### src/rtl/slot_pkg.sv
// Shared definitions for the slot-machine reel sequencer: symbol width,
// FSM state encoding and spin result codes.
package slot_pkg;

  localparam int SYM_W  = 3;
  localparam int RES_W  = 2;
  localparam int REEL_N = 3;

  typedef enum logic [2:0] {
    ST_IDLE  = 3'd0,
    ST_CLEAR = 3'd1,
    ST_SPIN  = 3'd2,
    ST_STOP0 = 3'd3,
    ST_STOP1 = 3'd4,
    ST_STOP2 = 3'd5,
    ST_SCORE = 3'd6
  } state_t;

  localparam logic [RES_W-1:0] RESULT_NONE    = 2'b00;
  localparam logic [RES_W-1:0] RESULT_PAIR    = 2'b01;
  localparam logic [RES_W-1:0] RESULT_JACKPOT = 2'b10;

endpackage

### src/rtl/reel_scorer.sv
// Combinational scoring of three frozen reel symbols: jackpot when all
// three match, pair when any two match, otherwise none.
module reel_scorer
  import slot_pkg::*;
(
  input  logic [SYM_W-1:0] sym0_i,
  input  logic [SYM_W-1:0] sym1_i,
  input  logic [SYM_W-1:0] sym2_i,
  output logic [RES_W-1:0] result_o
);

  logic eq01, eq12, eq02;

  assign eq01 = (sym0_i == sym1_i);
  assign eq12 = (sym1_i == sym2_i);
  assign eq02 = (sym0_i == sym2_i);

  always_comb begin
    result_o = RESULT_NONE;
    if (eq01 && eq12) begin
      result_o = RESULT_JACKPOT;
    end else if (eq01 || eq12 || eq02) begin
      result_o = RESULT_PAIR;
    end
  end

endmodule

### src/rtl/reel_spin_ctrl.sv
// Spin sequencer for the three reel generators: clear, free-run, staggered
// left-to-right freeze, then score. All outputs are registered.
//
//   state | meaning
//   IDLE  | waiting for start; last reels/result held
//   CLEAR | one-cycle sync clear of the generators
//   SPIN  | all generators running; waits for honoured stop or auto-stop
//   STOP0 | reel 0 frozen, reels 1-2 running, STAGGER cycles
//   STOP1 | reels 0-1 frozen, reel 2 running, STAGGER cycles
//   STOP2 | all frozen, STAGGER cycles
//   SCORE | result registered, done pulse
module reel_spin_ctrl
  import slot_pkg::*;
#(
  parameter int SPIN_MIN  = 16,
  parameter int AUTO_STOP = 1024,
  parameter int STAGGER   = 8,
  parameter int CNT_W     = 11
) (
  input  logic               clk_i,
  input  logic               reset_n_i,
  input  logic               start_i,
  input  logic               stop_i,
  input  logic [SYM_W-1:0]   seed_in_i,
  input  logic [SYM_W-1:0]   rand0_i,
  input  logic [SYM_W-1:0]   rand1_i,
  input  logic [SYM_W-1:0]   rand2_i,
  output logic               rng_rst_o,
  output logic [REEL_N-1:0]  rng_en_o,
  output logic [SYM_W-1:0]   rng_seed_o,
  output logic [SYM_W-1:0]   reel0_o,
  output logic [SYM_W-1:0]   reel1_o,
  output logic [SYM_W-1:0]   reel2_o,
  output logic               busy_o,
  output logic               done_o,
  output logic [RES_W-1:0]   result_o
);

  localparam logic [CNT_W-1:0] MIN_LAST  = CNT_W'(SPIN_MIN - 1);
  localparam logic [CNT_W-1:0] AUTO_LAST = CNT_W'(AUTO_STOP - 1);
  localparam logic [CNT_W-1:0] STAG_LAST = CNT_W'(STAGGER - 1);
  localparam logic [CNT_W-1:0] CNT_MAX   = '1;

  state_t              state_q;
  logic [CNT_W-1:0]    cnt_q;
  logic                rng_rst_q;
  logic [REEL_N-1:0]   rng_en_q;
  logic [SYM_W-1:0]    seed_q;
  logic [SYM_W-1:0]    reel0_q, reel1_q, reel2_q;
  logic                busy_q;
  logic                done_q;
  logic [RES_W-1:0]    result_q;
  logic [RES_W-1:0]    result_d;
  logic                stop_req;
  logic                stag_end;

  reel_scorer u_scorer (
    .sym0_i   (reel0_q),
    .sym1_i   (reel1_q),
    .sym2_i   (reel2_q),
    .result_o (result_d)
  );

  // Early stops are dropped, not queued: only the current-cycle pulse counts.
  assign stop_req = (stop_i && (cnt_q >= MIN_LAST)) || (cnt_q == AUTO_LAST);
  assign stag_end = (cnt_q == STAG_LAST);

  always_ff @(posedge clk_i or negedge reset_n_i) begin
    if (!reset_n_i) begin
      state_q   <= ST_IDLE;
      cnt_q     <= '0;
      rng_rst_q <= 1'b0;
      rng_en_q  <= '0;
      seed_q    <= '0;
      reel0_q   <= '0;
      reel1_q   <= '0;
      reel2_q   <= '0;
      busy_q    <= 1'b0;
      done_q    <= 1'b0;
      result_q  <= RESULT_NONE;
    end else begin
      done_q <= 1'b0;
      case (state_q)
        ST_IDLE: begin
          if (start_i) begin
            state_q   <= ST_CLEAR;
            cnt_q     <= '0;
            seed_q    <= seed_in_i;
            busy_q    <= 1'b1;
            rng_rst_q <= 1'b1;
            rng_en_q  <= '0;
            reel0_q   <= '0;
            reel1_q   <= '0;
            reel2_q   <= '0;
            result_q  <= RESULT_NONE;
          end
        end

        ST_CLEAR: begin
          state_q   <= ST_SPIN;
          cnt_q     <= '0;
          rng_rst_q <= 1'b0;
          rng_en_q  <= 3'b111;
        end

        ST_SPIN: begin
          if (stop_req) begin
            state_q  <= ST_STOP0;
            cnt_q    <= '0;
            reel0_q  <= rand0_i;
            rng_en_q <= 3'b110;
          end else if (cnt_q != CNT_MAX) begin
            cnt_q <= cnt_q + 1'b1;
          end
        end

        ST_STOP0: begin
          if (stag_end) begin
            state_q  <= ST_STOP1;
            cnt_q    <= '0;
            reel1_q  <= rand1_i;
            rng_en_q <= 3'b100;
          end else begin
            cnt_q <= cnt_q + 1'b1;
          end
        end

        ST_STOP1: begin
          if (stag_end) begin
            state_q  <= ST_STOP2;
            cnt_q    <= '0;
            reel2_q  <= rand2_i;
            rng_en_q <= 3'b000;
          end else begin
            cnt_q <= cnt_q + 1'b1;
          end
        end

        // Result and done are registered on entry so both are visible
        // during the SCORE cycle itself.
        ST_STOP2: begin
          if (stag_end) begin
            state_q  <= ST_SCORE;
            cnt_q    <= '0;
            result_q <= result_d;
            done_q   <= 1'b1;
          end else begin
            cnt_q <= cnt_q + 1'b1;
          end
        end

        ST_SCORE: begin
          state_q <= ST_IDLE;
          cnt_q   <= '0;
          busy_q  <= 1'b0;
        end

        default: begin
          state_q   <= ST_IDLE;
          cnt_q     <= '0;
          rng_rst_q <= 1'b0;
          rng_en_q  <= '0;
          busy_q    <= 1'b0;
        end
      endcase
    end
  end

  assign rng_rst_o  = rng_rst_q;
  assign rng_en_o   = rng_en_q;
  assign rng_seed_o = seed_q;
  assign reel0_o    = reel0_q;
  assign reel1_o    = reel1_q;
  assign reel2_o    = reel2_q;
  assign busy_o     = busy_q;
  assign done_o     = done_q;
  assign result_o   = result_q;

endmodule

### config.mk
export PLATFORM = sky130hd
export DESIGN_NAME = reel_spin_ctrl
export DESIGN_NICKNAME = d
export VERILOG_FILES = /design/src/rtl/slot_pkg.sv /design/src/rtl/reel_scorer.sv /design/src/rtl/reel_spin_ctrl.sv
export SDC_FILE = /design/constraint.sdc
export NUM_CORES = 1
export LEC_CHECK = 0
export ABC_CLOCK_PERIOD_IN_PS = 7300
export CORE_MARGIN = 2
export CORE_UTILIZATION = 56
export CTS_CLUSTER_SIZE = 10
export DETAILED_ROUTE_END_ITERATION = 16
export GPL_ROUTABILITY_DRIVEN = 0
export PLACE_DENSITY_LB_ADDON = 0.12
export SLEW_MARGIN = 10
export SYNTH_ARGS = -nofsm -noshare
export SYNTH_HDL_FRONTEND = slang
export SYNTH_HIERARCHICAL = 1
export SYNTH_SLANG_ARGS = --single-unit
### constraint.sdc
create_clock -name clk_i -period 7.3 [get_ports clk_i]
set_input_delay 1.095 -clock clk_i [delete_from_list [all_inputs] [get_ports clk_i]]
set_output_delay 1.095 -clock clk_i [all_outputs]
set_load 0.01 [all_outputs]
# Word-level counts from Yosys, hierarchy flattened

Cells that the tools add are included.

Register bits: 34
Bits in latches: 0
Memory bits (writable): 0
Memory bits (read-only): 0
Output and inout port bits: 20
Word-level logic and storage cells: 89
Memories kept: 0

Add/subtract/negate cells: 1
$mul: 0
Div/mod/pow operators: 0
Order comparisons: 1
Equality and inequality tests: 18
Shift operators: 0
Mux-type cells: 31
Bitwise logic cells: 3
Reduce and logical (&&, ||, !) cells: 24

Operator list:

| kind                    | count |
|---|---|
| $mux W11                | 4 |
| $pmux W3 S6             | 2 |
| $mux W3                 | 11 |
| $pmux W11 S3            | 1 |
| $pmux W3 S2             | 3 |
| $reduce_and A3 Y1       | 4 |
| $add A11 B1 Y11 const B | 1 |
| $eq A11 B10 Y1 const B  | 1 |
| $eq A11 B3 Y1 const B   | 1 |
| $ge A11 B4 Y1 const B   | 1 |
| $ne A11 B11 Y1 const B  | 1 |
| $ne A2 B2 Y1 const B    | 5 |
| $reduce_and A5 Y1       | 2 |
| $reduce_or A5 Y1        | 2 |
| $eq A3 B3 Y1            | 3 |
| $eq A3 B3 Y1 const B    | 3 |
| $reduce_and A2 Y1       | 4 |
| $reduce_bool A2 Y1      | 4 |
| $eq A3 B2 Y1 const B    | 2 |
| $mux W2                 | 3 |
| $mux W1                 | 4 |
| $pmux W1 S2             | 2 |
| $pmux W2 S2             | 1 |
| $eq A3 B1 Y1 const B    | 1 |
| 7 further kinds         | 12 |

# Logic depth before layout (Yosys ltp)

Gate-level depths: netlist (run 1).

Depth after elaboration: 7
Mapped depth: 8
Depth with buffers taken out: 6

# Cells and area by module

The synthesis (run 1) kept the hierarchy.

Modules (own cells, without submodules):

| module         | instances | cells each | area an instance (um2) |
|---|---|---|---|
| reel_spin_ctrl | 1         | 179        | 1899.3 |
| reel_scorer    | 1         | 14         | 116.4 |

# Worst setup path after synthesis (run 1)

No wires, ideal clock.

Path type: flip-flop to flip-flop
Start point: register cnt_q[8]
End point: register rng_en_q[1], in the netlist rng_en_o[1]
Setup time: 0.128 ns
Arrival: 2.261 ns
Required time: 7.172 ns
Slack: 4.911 ns
Stages on the path, launching flop included: 7
Buffers on the path: 1
Clock period less this slack: 2.389 ns
Path through: dfrtp_1 > or4_4 > or4_4 > buf_6 > nand2_4 > nor4b_4 > mux2_1

Word-level cells in the longest chain between the ends: 5

RTL lines:

| what                                 | RTL line              | source |
|---|---|---|
| start: declaration                   | reel_spin_ctrl.sv:45  | `logic [CNT_W-1:0] cnt_q;` |
| start signal: assignment             | reel_spin_ctrl.sv:113 | `cnt_q <= cnt_q + 1'b1;` |
| start signal: assignment             | reel_spin_ctrl.sv:124 | `cnt_q <= cnt_q + 1'b1;` |
| start signal: assignment             | reel_spin_ctrl.sv:135 | `cnt_q <= cnt_q + 1'b1;` |
| $ge A11 B4 Y1                        | reel_spin_ctrl.sv:65  | `assign stop_req = (stop_i && (cnt_q >= MIN_LAST)) \|\| (cnt_q == AUTO_LAST);` |
| $logic_and A1 B1 Y1                  | reel_spin_ctrl.sv:65  |  |
| $logic_or A1 B1 Y1                   | reel_spin_ctrl.sv:65  |  |
| $ne A2 B2 Y1 (no source line)        | -                     |  |
| $reduce_and A5 Y1 (no source line) * | -                     |  |
| end signal: assignment               | reel_spin_ctrl.sv:73  | `rng_en_q <= '0;` |
| end signal: assignment               | reel_spin_ctrl.sv:91  | `rng_en_q <= '0;` |
| end signal: assignment               | reel_spin_ctrl.sv:103 | `rng_en_q <= 3'b111;` |
| end: declaration                     | reel_spin_ctrl.sv:47  | `logic [REEL_N-1:0] rng_en_q;` |

Every way passes the cells marked *; elsewhere a longest branch is shown, timed or not.
A chain may end at the register's enable or synchronous reset.

# Final worst setup path (run 1)

Start point: register cnt_q[8]
End point: register cnt_q[0]

Word-level cells in the longest chain between the ends: 5

RTL lines:

| what                                              | RTL line |
|---|---|
| $ge A11 B4 Y1                                     | reel_spin_ctrl.sv:65 |
| $logic_and A1 B1 Y1                               | reel_spin_ctrl.sv:65 |
| $logic_or A1 B1 Y1                                | reel_spin_ctrl.sv:65 |
| $mux W11 or $ne A3 B3 Y1 (tied branches)          | - |
| $pmux W11 S3 or $reduce_and A2 Y1 (tied branches) | - |

Parallel ways exist; a longest one is shown, timed or not.

==> impl_metrics.ini, run 1 <==
[synthesis]
ys.flop_type = dfrtp_1
ys_ff_latch = 34
synth_top_area_share_pct = 42.21
netlist_area_sq_um = 2016
yosysSeqAreaShare_pct = 42.21
netlist_instances = 193
ys_top_cells_by_area = dfrtp_1, a22o_1, xnor2_1
yosys_warnings = 6
yosysUniqueCellTypes = 59
syn_avg_cell_area_sq_um = 10.44
synth_nets = 213
synth_area_leader_cell = dfrtp_1
synth_edf_count = 0
synthArstFlopShare_pct = 100.0

[cts]
cts_tree = yes
cts_buffer_depth = 2
numClockSinks = 34
clk_latency_ns = 0.33
cts_resized = 0
root_buffer = clkbuf_4
path_clk_slew_ns = 0.10
hold_buffers = 0
post_cts_buffers = 0
htreeDepth = 2
numCtsBuffers = 5

[critical_path]
r2r-start = cnt_q[8]
worstSetupPathType = flip-flop to flip-flop
setup.worst_path.start_class = flip-flop
cp_max_fo = 15
arrival_ns = 2.88
endpoint_kind = flip-flop
reg2reg_setup_slack_ns = 4.65
r2r_cells = 5
r2r-end = cnt_q[0]
crit_required_ns = 7.53

[worst_hold_path]
min_from = rng_en_o[2]
holdPathStages = 1
hold_path_end = rng_en_o[2]
min_path_type = flip-flop to flip-flop

[cells_and_area]
fillCellCount = 269
diodes = 0
final_common_cell = clkdlybuf4s50_1
nets = 249
stdcell_count = 275
drive_gt1_share_pct = 10.48
most-common-layout-cells = clkdlybuf4s50_1, dfrtp_1, nand2_1
area_growth_pct = 21.10

[floorplan]
placementRows = 21
fp.dieH_um = 64.00
start_util_pct = 59.47
ios = 36
die_x_um = 64.00
die-area_sq_um = 4095
coreArea_sq_um = 3390

[grt]
antenna_found_initial = 0
overflow = 0
grt_pass1_wl_um = 8466
grt_max_degree = 35
grtUsageTotal_pct = 26.61
grt_pass1_vias = 1752

[route]
dr.pass1.iters = 4
drcViolationCount = 0
drt-initial-drc-count = 111
routedWlPerCell_um = 17.65
ant_nets = 0
avgViaCountPerCell = 6.215
wl_um = 4854
num_vias = 1709

[placement]
post-dp-hpwl_um = 3594
placedCellCount = 268
io_buffers = 35

[sta]
fin_hold_ws_ns = 0.4984
post-route-period-util_pct = 36.27
setup-violations-final = 0
fin_worst_skew_ns = 0.01132
min_period_ns = 2.647
finalHoldViolations = 0
tightestPinTransition_ns = 0.7363
maxSlewHeadroom_pct = 50.46
grt_setup_unrepaired = false
slew_violations = 0
max_freq_mhz = 377.7
tns_ns = 0

[pwr]
power_density_nw_per_um2 = 327.6
ir_worst_vdd_v = 0.0001677
power.leakage_nw = 1.008

[job]
drv_cap = 0

[run_status]
outcome = completed
==> synth_stat cells, types with 5 or more instances <==
library cell,count
nand2_1,15
clkbuf_1,5
a21oi_1,9
nand3_1,6
xnor2_1,9
inv_1,8
nor2_1,8
dfrtp_1,34
a22o_1,11
==> kinds of logic after synthesis <==
| group | share of synthesized area, % |
|---|---|
| AND/OR/NAND/NOR | 20.73 |
| AO/OA/AOI/OAI | 21.23 |
| flip-flops | 42.21 |
| buffers and inverters | 3.228 |
| XOR/XNOR | 4.780 |
| multiplexers | 5.338 |
| adder cells (fa/ha/maj) | 2.483 |
==> registers in the layout (all words and copies together), names as in the netlist <==
| register | count |
|---|---|
| state_q | 3 |
| reel2_o | 3 |
| rng_rst_o | 1 |
| result_o | 2 |
| rng_en_o | 3 |
| reel1_o | 3 |
| rng_seed_o | 3 |
| reel0_o | 3 |
| done_o | 1 |
| cnt_q | 11 |
| busy_o | 1 |
==> where the power goes <==
group | internal (W) | total (W) | switching, W
clock network | 0.0000363 | 0.0000957 | 0.0000594
logic | 0.000203 | 0.000397 | 0.000194
registers | 0.000237 | 0.000307 | 0.0000697
==> worst max-delay path, stage by stage (launching register included) <==
cell and delay (ns):
dfrtp_1 0.46, or4_4 0.59, o41a_1 0.50, o21ai_2 0.50, nor2_1 0.20, mux2_2 0.30
==> per-layer routing <==
metal | part of all wire [%] | vias to the layer above | GRT usage [%]
met5 | 0 | - | 0
met4 | 1.7 | 0 | 8.967
met3 | 7.4 | 9 | 7.570
met2 | 49 | 63 | 42.32
met1 | 42 | 837 | 34.82
li1 | - | 800 | -
==> through the flow <==
| stage | total power [W] | setup slack (ns) | utilization, % | instance area (sq um) |
|---|---|---|---|---|
| finish | 0.0007997 | 4.653 | 72.02 | 2441 |
| detailed placement | 0.0007029 | 4.445 | 70.69 | 2396 |
| floorplan | 0.0005622 | 4.911 | - | 2016 |
| global route | 0.0008554 | 4.519 | 72.02 | 2441 |
| global placement | 0.0006838 | 4.538 | 70.69 | 2396 |
| CTS | 0.0007986 | 4.684 | 72.02 | 2441 |
==> layout make-up <==
class / count / area (sq um) / area share [%]
well taps: 46 / 57.56 / 2.358
clock buffers: 7 / 45.04 / 1.845
inverters: 8 / 30.03 / 1.230
flip-flops and latches: 34 / 850.8 / 34.85
repair buffers: 36 / 357.8 / 14.66
multi-input cells: 144 / 1100 / 45.05
==> worst max-delay path by stage <==
stage,start,to,slack [ns],depth (start not counted)
floorplan,cnt_q[8],rng_en_o[1],4.91,6
global placement,start_i,rng_en_o[2],4.54,5
detailed placement,stop_i,cnt_q[0],4.44,5
CTS,cnt_q[8],cnt_q[0],4.68,5
global route,cnt_q[8],cnt_q[0],4.52,5
finish,cnt_q[8],cnt_q[0],4.65,5
Note: power is estimated with default switching activity, not from simulation.
==> run 2, diff against run 1 <==
Settings changed: ABC_CLOCK_PERIOD_IN_PS 7300 to 2600, CORE_UTILIZATION 56 to 52.
Clock period 7.3 ns to 2.6 ns, I/O delays scaled along.
==> run 2 against run 1 <==
Via count grew 0.82%. Critical path depth is the same. Critical endpoint is now rng_en_o[2]. Count of clock-buffer cells in the layout is the same. Die area grew 7.2%. Wire length shrank 5.7%. Sequential share of layout area shrank 1.1 points. Clock skew shrank 0.0044 ns. Utilization shrank 3.7 points. Highest routed layer unchanged.
==> impl_metrics.ini, run 2 (synthesis gave the netlist of run 1 again) <==
[run_status]
outcome = completed

[placement]
dp_slack_ns = 0.1180
io_buffers = 35
placed_area_sq_um = 2444
post-dp-hpwl_um = 3440

[critical_path]
cp_top_family = simple AND/OR/NAND/NOR gates
arrival_ns = 2.65
crit_required_ns = 2.76
path_cells = or4_4 > or4_4 > nand2_4 > nor4b_4 > mux2_1
setup.worst_path.start_class = flip-flop
path_buf_inv = 0
cp_max_fo = 9
endpoint_kind = flip-flop
cpPeakStageDelay_ns = 0.62
worstSetupPathType = flip-flop to flip-flop
cpMostUsedCell = or4_4
cp_slowest_cell = or4_4

[sta]
max_freq_mhz = 401.7
slew_violations = 0
tns_ns = 0
finalHoldViolations = 0
fin_hold_ws_ns = 0.5077
min_period_ns = 2.490
tightestPinTransition_ns = 0.6106
setup-violations-final = 0
fin_worst_skew_ns = 0.006899
maxSlewHeadroom_pct = 58.86
grt_setup_unrepaired = false
setup_ws_ns = 0.1104
post-route-period-util_pct = 95.75

[cts]
post_cts_buffers = 0
clk_latency_ns = 0.28
htreeDepth = 2
hold_buffers = 0
numClockSinks = 34
numCtsBuffers = 5
cts_buffer_depth = 2
cts_tree = yes
cts_resized = 0
path_clk_slew_ns = 0.06
root_buffer = clkbuf_8

[cells_and_area]
fillCellCount = 296
drive_gt1_share_pct = 12.77
area_growth_pct = 25.02
fin_area_sq_um = 2520
largest_reg_flops = 11
final_common_cell = clkdlybuf4s50_1
multiInputGateArea_sq_um = 1100
regMostFlops = cnt_q
final-seq-area_sq_um = 850.8
most-common-layout-cells = clkdlybuf4s50_1, dfrtp_1, nand2_1
nets = 255
diodes = 0

[grt]
grtUsageTotal_pct = 23.37
antenna_found_initial = 0
grt_max_degree = 35
grt_pass1_vias = 1635
met3_usage_pct = 5.792
overflow = 0
met1_usage_pct = 31.95
grtUsageMet2_pct = 36.25
grt_pass1_wl_um = 7700
busiest_layer = met2

[floorplan]
fp.dieH_um = 66.26
coreArea_sq_um = 3689
die_x_um = 66.26
placementRows = 22
die-area_sq_um = 4390
start_util_pct = 54.65
ios = 36

[pwr]
power.leakage_nw = 1.052
power_density_nw_per_um2 = 935.2
ir_worst_vdd_v = 0.0005444

[route]
drt-initial-drc-count = 177
avgViaCountPerCell = 6.088
drcViolationCount = 0
wl_um = 4578
dr.pass1.iters = 4
ant_nets = 0
num_vias = 1723
routedWlPerCell_um = 16.18

[job]
drv_cap = 0

[worst_hold_path]
min_path_type = input port to asynchronous set/reset pin
[run 2: cell types whose count changed in the layout (fill, tap and decap cells not counted), sizes merged]
cell	delta
buf	+6
[run 2: final cells by class]
| type | instances | area share (%) |
|---|---|---|
| Sequential cell | 34 | 33.76 |
| Inverter | 8 | 1.192 |
| Multi-Input combinational cell | 144 | 43.64 |
| Clock buffer | 7 | 3.029 |
| Tap cell | 48 | 2.383 |
| Timing Repair Buffer | 42 | 15.99 |
[run 2: power by group]
part / internal [W] / total (W) / leakage (nW) / switching, W
Clock: 0.000184 / 0.000357 / 0.0383 / 0.000173
Sequential: 0.000668 / 0.000823 / 0.446 / 0.000155
Combinational: 0.000595 / 0.00118 / 0.567 / 0.000581
[run 2: worst paths after layout]
path	startpoint	to	slack (ns)	cells after the start
worst max register to register	cnt_q[8]	rng_en_o[2]	0.11	5
worst min-delay path	reset_n_i	cnt_q[1]	0.51	2
min in group clk_i	rng_rst_o	rng_rst_o	0.51	2
worst max-delay path	cnt_q[8]	rng_en_o[2]	0.11	5
worst min register to register	rng_rst_o	rng_rst_o	0.51	2
max in group asynchronous	reset_n_i	reel1_o[1]	1.77	2
[run 2: per-layer routing]
| layer | vias up | routed length, um |
|---|---|---|
| li1 | 818 | - |
| met1 | 830 | 2025 |
| met2 | 66 | 2196 |
| met3 | 9 | 297 |
| met4 | 0 | 59 |
| met5 | - | 0 |
[run 2: through the flow]
stage               instances  utilization (%)  power, W
CTS                       283            68.32  0.002375
finish                    283            68.32  0.002357
global route              283            68.32  0.002530
floorplan                 193                -  0.001578
detailed placement        276            66.25  0.002008
global placement          276            66.25  0.001968
